### config.mk
export PLATFORM = sky130hd
export DESIGN_NAME = data_mem_resp
export DESIGN_NICKNAME = d
export VERILOG_FILES = /design/src/rtl/data_mem_resp.sv
export SDC_FILE = /design/constraint.sdc
export NUM_CORES = 2
export LEC_CHECK = 0
export ABC_CLOCK_PERIOD_IN_PS = 5600
export CAP_MARGIN = 10
export CORE_MARGIN = 2
export CORE_UTILIZATION = 44
export CTS_CLUSTER_SIZE = 8
export DETAILED_ROUTE_END_ITERATION = 8
export MAX_ROUTING_LAYER = met4
export PLACE_DENSITY = 0.55
export SLEW_MARGIN = 20
export SYNTH_ARGS = -nofsm -noshare
export SYNTH_HDL_FRONTEND = slang
export SYNTH_SLANG_ARGS = --single-unit
### constraint.sdc
create_clock -name clk -period 5.6 [get_ports clk]
set_input_delay 0.84 -clock clk [delete_from_list [all_inputs] [get_ports clk]]
set_output_delay 0.84 -clock clk [all_outputs]
set_load 0.02 [all_outputs]
### src/rtl/data_mem_resp.sv
// Word-organised data memory answering lw/sw requests over a single-outstanding req/ack handshake.
// Define DMEM_BYTE_MASK_EN to add the i_wstrb port and byte-lane write masking.
module data_mem_resp #(
  parameter int ADDR_W      = 6,
  parameter int WAIT_CYCLES = 1
) (
  input  logic        clk,
  input  logic        rst_n,
  input  logic        i_req,
  input  logic        i_we,
  input  logic [31:0] i_addr,
  input  logic [31:0] i_wdata,
`ifdef DMEM_BYTE_MASK_EN
  input  logic [3:0]  i_wstrb,
`endif
  output logic [31:0] o_rdata,
  output logic        o_ack,
  output logic        o_err,
  output logic        o_busy
);

  localparam int         DEPTH    = 1 << ADDR_W;
  localparam logic [3:0] CNT_LOAD = (WAIT_CYCLES > 0) ? 4'(WAIT_CYCLES - 1) : 4'd0;

  typedef enum logic [1:0] {
    S_IDLE,
    S_WAIT,
    S_RESP
  } state_t;

  state_t r_state;
  state_t w_state_next;
  logic [3:0]  r_cnt;
  logic [3:0]  w_cnt_next;
  logic        w_access;

  logic        r_we;
  logic [31:0] r_addr;
  logic [31:0] r_wdata;
`ifdef DMEM_BYTE_MASK_EN
  logic [3:0]  r_wstrb;
`endif

  logic [31:0] r_rdata;
  logic        r_err;
  logic [31:0] r_mem [DEPTH];

  logic              w_acc_we;
  logic [31:0]       w_acc_addr;
  logic [31:0]       w_acc_wdata;
  logic [31:0]       w_addr_hi;
  logic              w_err_next;
  logic [ADDR_W-1:0] w_index;
  logic              w_do_write;
`ifdef DMEM_BYTE_MASK_EN
  logic [3:0]        w_acc_wstrb;
`endif

  // With zero wait states the access happens on the sampling edge, so use the live inputs
  assign w_acc_we    = (r_state == S_IDLE) ? i_we    : r_we;
  assign w_acc_addr  = (r_state == S_IDLE) ? i_addr  : r_addr;
  assign w_acc_wdata = (r_state == S_IDLE) ? i_wdata : r_wdata;
`ifdef DMEM_BYTE_MASK_EN
  assign w_acc_wstrb = (r_state == S_IDLE) ? i_wstrb : r_wstrb;
`endif

  assign w_addr_hi  = w_acc_addr >> (ADDR_W + 2);
  assign w_err_next = (w_acc_addr[1:0] != 2'b00) || (w_addr_hi != 32'd0);
  assign w_index    = w_acc_addr[ADDR_W+1:2];
  assign w_do_write = w_access && rst_n && w_acc_we && !w_err_next;

  always_ff @(posedge clk or negedge rst_n) begin
    if (!rst_n) begin
      r_state <= S_IDLE;
      r_cnt   <= 4'd0;
    end else begin
      r_state <= w_state_next;
      r_cnt   <= w_cnt_next;
    end
  end

  always_comb begin
    w_state_next = r_state;
    w_cnt_next   = r_cnt;
    w_access     = 1'b0;
    case (r_state)
      S_IDLE: begin
        if (i_req) begin
          w_cnt_next = CNT_LOAD;
          if (WAIT_CYCLES == 0) begin
            w_state_next = S_RESP;
            w_access     = 1'b1;
          end else begin
            w_state_next = S_WAIT;
          end
        end
      end
      S_WAIT: begin
        if (r_cnt == 4'd0) begin
          w_state_next = S_RESP;
          w_access     = 1'b1;
        end else begin
          w_cnt_next = r_cnt - 4'd1;
        end
      end
      S_RESP: begin
        w_state_next = S_IDLE;
      end
      default: begin
        w_state_next = S_IDLE;
      end
    endcase
  end

  always_ff @(posedge clk or negedge rst_n) begin
    if (!rst_n) begin
      r_we    <= 1'b0;
      r_addr  <= 32'd0;
      r_wdata <= 32'd0;
`ifdef DMEM_BYTE_MASK_EN
      r_wstrb <= 4'd0;
`endif
    end else if ((r_state == S_IDLE) && i_req) begin
      r_we    <= i_we;
      r_addr  <= i_addr;
      r_wdata <= i_wdata;
`ifdef DMEM_BYTE_MASK_EN
      r_wstrb <= i_wstrb;
`endif
    end
  end

  // err is only ever set on the edge into RESP, so it self-clears with ack
  always_ff @(posedge clk or negedge rst_n) begin
    if (!rst_n) begin
      r_rdata <= 32'd0;
      r_err   <= 1'b0;
    end else if (w_access) begin
      r_err <= w_err_next;
      if (w_err_next) begin
        r_rdata <= 32'd0;
      end else if (!w_acc_we) begin
        r_rdata <= r_mem[w_index];
      end
    end else begin
      r_err <= 1'b0;
    end
  end

  always_ff @(posedge clk) begin
    if (w_do_write) begin
`ifdef DMEM_BYTE_MASK_EN
      for (int b = 0; b < 4; b++) begin
        if (w_acc_wstrb[b]) begin
          r_mem[w_index][8*b +: 8] <= w_acc_wdata[8*b +: 8];
        end
      end
`else
      r_mem[w_index] <= w_acc_wdata;
`endif
    end
  end

  assign o_rdata = r_rdata;
  assign o_ack   = (r_state == S_RESP);
  assign o_err   = r_err;
  assign o_busy  = (r_state != S_IDLE);

endmodule

==> impl_metrics.csv <==
group,metric,value,unit
die,die-area,187000,µm²
yosys,seq_area_frac_synth,0.792,
finish,final_nets,5826,
sta,max_slew_margin,0.171,
placed_design,io_buffers,102,
clocking,cts_num_sinks,2152,
route,drt-pass1-iter-count,6,
clocking,htreeDepth,5,
sta,fmax,219,MHz
flow_run,maxCapViolations,0,
grt,antenna_found_initial,16,
sta,finalSetupViolations,0,
route,wl_per_cell,36.6,µm
sta,finalSetupTns,0,ns
finish,final_core_util,0.524,
yosys,yosys_warnings,0,
worst_setup_path,slowest_delay,0.52,ns
grt,grt_max_degree,110,
power,power_density,589,nW/µm²
die,initial_utilization,0.442,
worst_setup_path,cp_num_buf_inv,6,
yosys,synth_flop_cell,"edfxtp_1",
worst_setup_path,cp_top_family,"simple AND/OR/NAND/NOR gates",
sta,min_period,4.56,ns
finish,fin_area,95900,µm²
placed_design,gp_congestion,0.905,
worst_setup_path,critical_path_class,"flop to flop",
worst_setup_path,crit_chain,"nor2_8, inv_2, nor3_1, nand3_1, a221oi_1, buf_4, inv_1, nor3_2, buf_4, nand2_1, buf_4, nor2_4, buf_4",
yosys,synth_cell_type_count,68,
die,die_h,433,µm
route,drt_iter0_markers,9415,
route,drt-total-wl,307000,µm
sta,tightestPinTransition,1.24,ns
clocking,cts_buffers,319,
clocking,ctsResizeCount,0,
clocking,clockBufferDepth,4,
yosys,synth_area_per_cell,15.0,µm²
grt,grtUsageTotal,0.334,
route,vias,54274,
yosys,synth_seq_cells,2152,
route,drc,0,
sta,rsz0062_at_grt,"false",
yosys,async_reset_ff_frac,0.0483,
grt,grt_pass1_wl,419000,µm
worst_setup_path,required,6.14,ns
finish,area_delta_synth_final,18.5,%
worst_setup_path,critPathSlowestCell,"dfrtp_1",
clocking,cts-root-buf,"clkbuf_16",
sta,drv_slew,0,
route,via_per_inst,6.48,
clocking,cts_tree,"done",
finish,drive_above_1_share,0.126,
clocking,clk_pin_slew_worst_paths,0.05,ns
placed_design,dp.final_hpwl,172000,µm
yosys,syn_nets,5449,
sta,finClkSkew,0.0714,ns
route,ant_nets,0,
finish,fill_cells,14892,
worst_setup_path,cp_max_fo,19,
sta,whs,0.302,ns
yosys,syn_inst,5380,
sta,period_share,0.815,
power,peakVddDrop,0.623,mV
worst_setup_path,worstPathArrival,5.11,ns
power,p_leak,31.8,nW
worst_setup_path,path_common_cell,"buf_4",
yosys,synth_edf_count,2048,
clocking,clk_latency,0.95,ns
die,fp-row-count,157,
grt,grt-ovfl-total,0,
die,core,183000,µm²
worst_setup_path,cp-end-kind,"flop",
worst_setup_path,ff2ff_setup_slack,1.04,ns
worst_hold_path,min_path_type,"input pin to async pin",
grt,grt_pass1_vias,51037,
outcome,status,"finished, final reports clean",
die,pin_count,103,
sta,hold_violations,0,
yosys,syn_area,80900,µm²
placed_design,placed_area,87200,µm²
worst_setup_path,start_kind,"flop",
die,die_w,433,µm
-- through the flow --
step / total power [W] / cells / setup slack, ns
3_5_place_dp: 0.0391 / 7899 / 0.647
6_report: 0.0565 / 8377 / 1.04
3_3_place_gp: 0.0390 / 7899 / 0.657
4_1_cts: 0.0561 / 8365 / 1.07
2_1_floorplan: 0.0307 / 5380 / 1.24
5_1_grt: 0.0578 / 8376 / 0.899
-- cells in the final DEF (no fill, tap or decap), types with 12 or more instances in the layout --
master              n
a32oi_1            82
mux2i_1           122
buf_4             221
a21oi_1           134
clkbuf_1          134
edfxtp_1         2048
buf_12             53
or4_1              13
and3_1             15
nand2_1          1056
nand2_2            28
nor2_4             65
clkdlybuf4s50_1   101
diode_2            12
nand2_4            14
o221ai_1           22
nand3_1           254
a31oi_1           131
o22a_1             13
a32o_1             38
nor3_1             75
nor2_1            163
o22ai_1           451
clkbuf_16         325
nor4_1             96
dfrtp_1           104
-- layer usage --
| metal | GRT usage | vias up | share of wire |
|---|---|---|---|
| li1 | - | 21565 | - |
| met1 | 0.457 | 27903 | 0.39 |
| met2 | 0.478 | 4099 | 0.44 |
| met3 | 0.0853 | 707 | 0.13 |
| met4 | 0.135 | 0 | 0.045 |
| met5 | - | - | 0 |
-- worst reg2reg max path: cells and delay by family, from the launching register on --
kind                   cells  cell delay, ns
flip-flops                 1            0.52
AO/OA/AOI/OAI              1            0.35
buffers and inverters      6            1.60
AND/OR/NAND/NOR            6            1.72
-- kinds of logic after synthesis --
logic type / count (synthesis) / synth area share
adders and majority gates: 1 / 0.000155
DFF: 2152 / 0.792
buffers and inverters: 330 / 0.0179
muxes: 131 / 0.0164
and+or+nand+nor: 1824 / 0.0955
AOI/OAI and AO/OA: 940 / 0.0776
xor gates and xnor gates: 2 / 0.000217
-- Yosys cell counts, types with 71 or more instances --
| master | n | share of area |
|---|---|---|
| a21oi_1 | 134 | 0.0083 |
| a31oi_1 | 131 | 0.010 |
| buf_1 | 71 | 0.0033 |
| nor3_1 | 75 | 0.0046 |
| nand3_1 | 255 | 0.016 |
| nand2_1 | 1098 | 0.051 |
| clkbuf_1 | 118 | 0.0055 |
| dfrtp_1 | 104 | 0.032 |
| a32oi_1 | 82 | 0.0089 |
| nor2_1 | 228 | 0.011 |
| o22ai_1 | 451 | 0.035 |
| mux2i_1 | 124 | 0.015 |
| buf_2 | 120 | 0.0074 |
| edfxtp_1 | 2048 | 0.76 |
| nor4_1 | 98 | 0.0076 |
-- final timing paths --
kind | endpoint | cells past startpoint | startpoint
worst max-delay path | r_mem[22][4] | 13 | r_state[0]
worst min-delay path | r_addr[21] | 2 | rst_n
worst max register to register | r_mem[22][4] | 13 | r_state[0]
worst min register to register | r_wdata[5] | 2 | r_wdata[5]
max in group asynchronous | o_rdata[11] | 3 | rst_n
min in group clk | r_wdata[5] | 2 | r_wdata[5]
-- timing repair --
| item | CTS | global route |
|---|---|---|
| endpoints found under the setup margin | 0 | 0 |
| hold buffers | 1 | 0 |
| hold endpoints to repair | 3 | 0 |
| setup buffers | 0 | 0 |
-- final cells by class --
cell class | instances | area (µm²) | area share
flip-flops and latches | 2152 | 64100 | 0.668
multi-input cells | 2898 | 16200 | 0.169
clock buffers | 459 | 8640 | 0.0900
repair buffers | 377 | 3750 | 0.0391
well taps | 2464 | 3080 | 0.0321
clock inverters | 6 | 62.6 | 0.000652
inverters | 9 | 33.8 | 0.000352
diodes | 12 | 30.0 | 0.000313
-- registers in the layout, indices dropped and copies added (netlist names) --
name / count
r_addr: 32
o_err: 1
r_cnt: 4
r_we: 1
r_mem: 2048
o_rdata: 32
r_state: 2
r_wdata: 32
-- where the power goes --
part / switching (W) / leakage [nW] / internal [W]
Sequential: 0.000224 / 19.9 / 0.0212
Combinational: 0.0139 / 7.77 / 0.00401
Clock: 0.00666 / 4.19 / 0.0105
(Power assumes the default switching activity.)
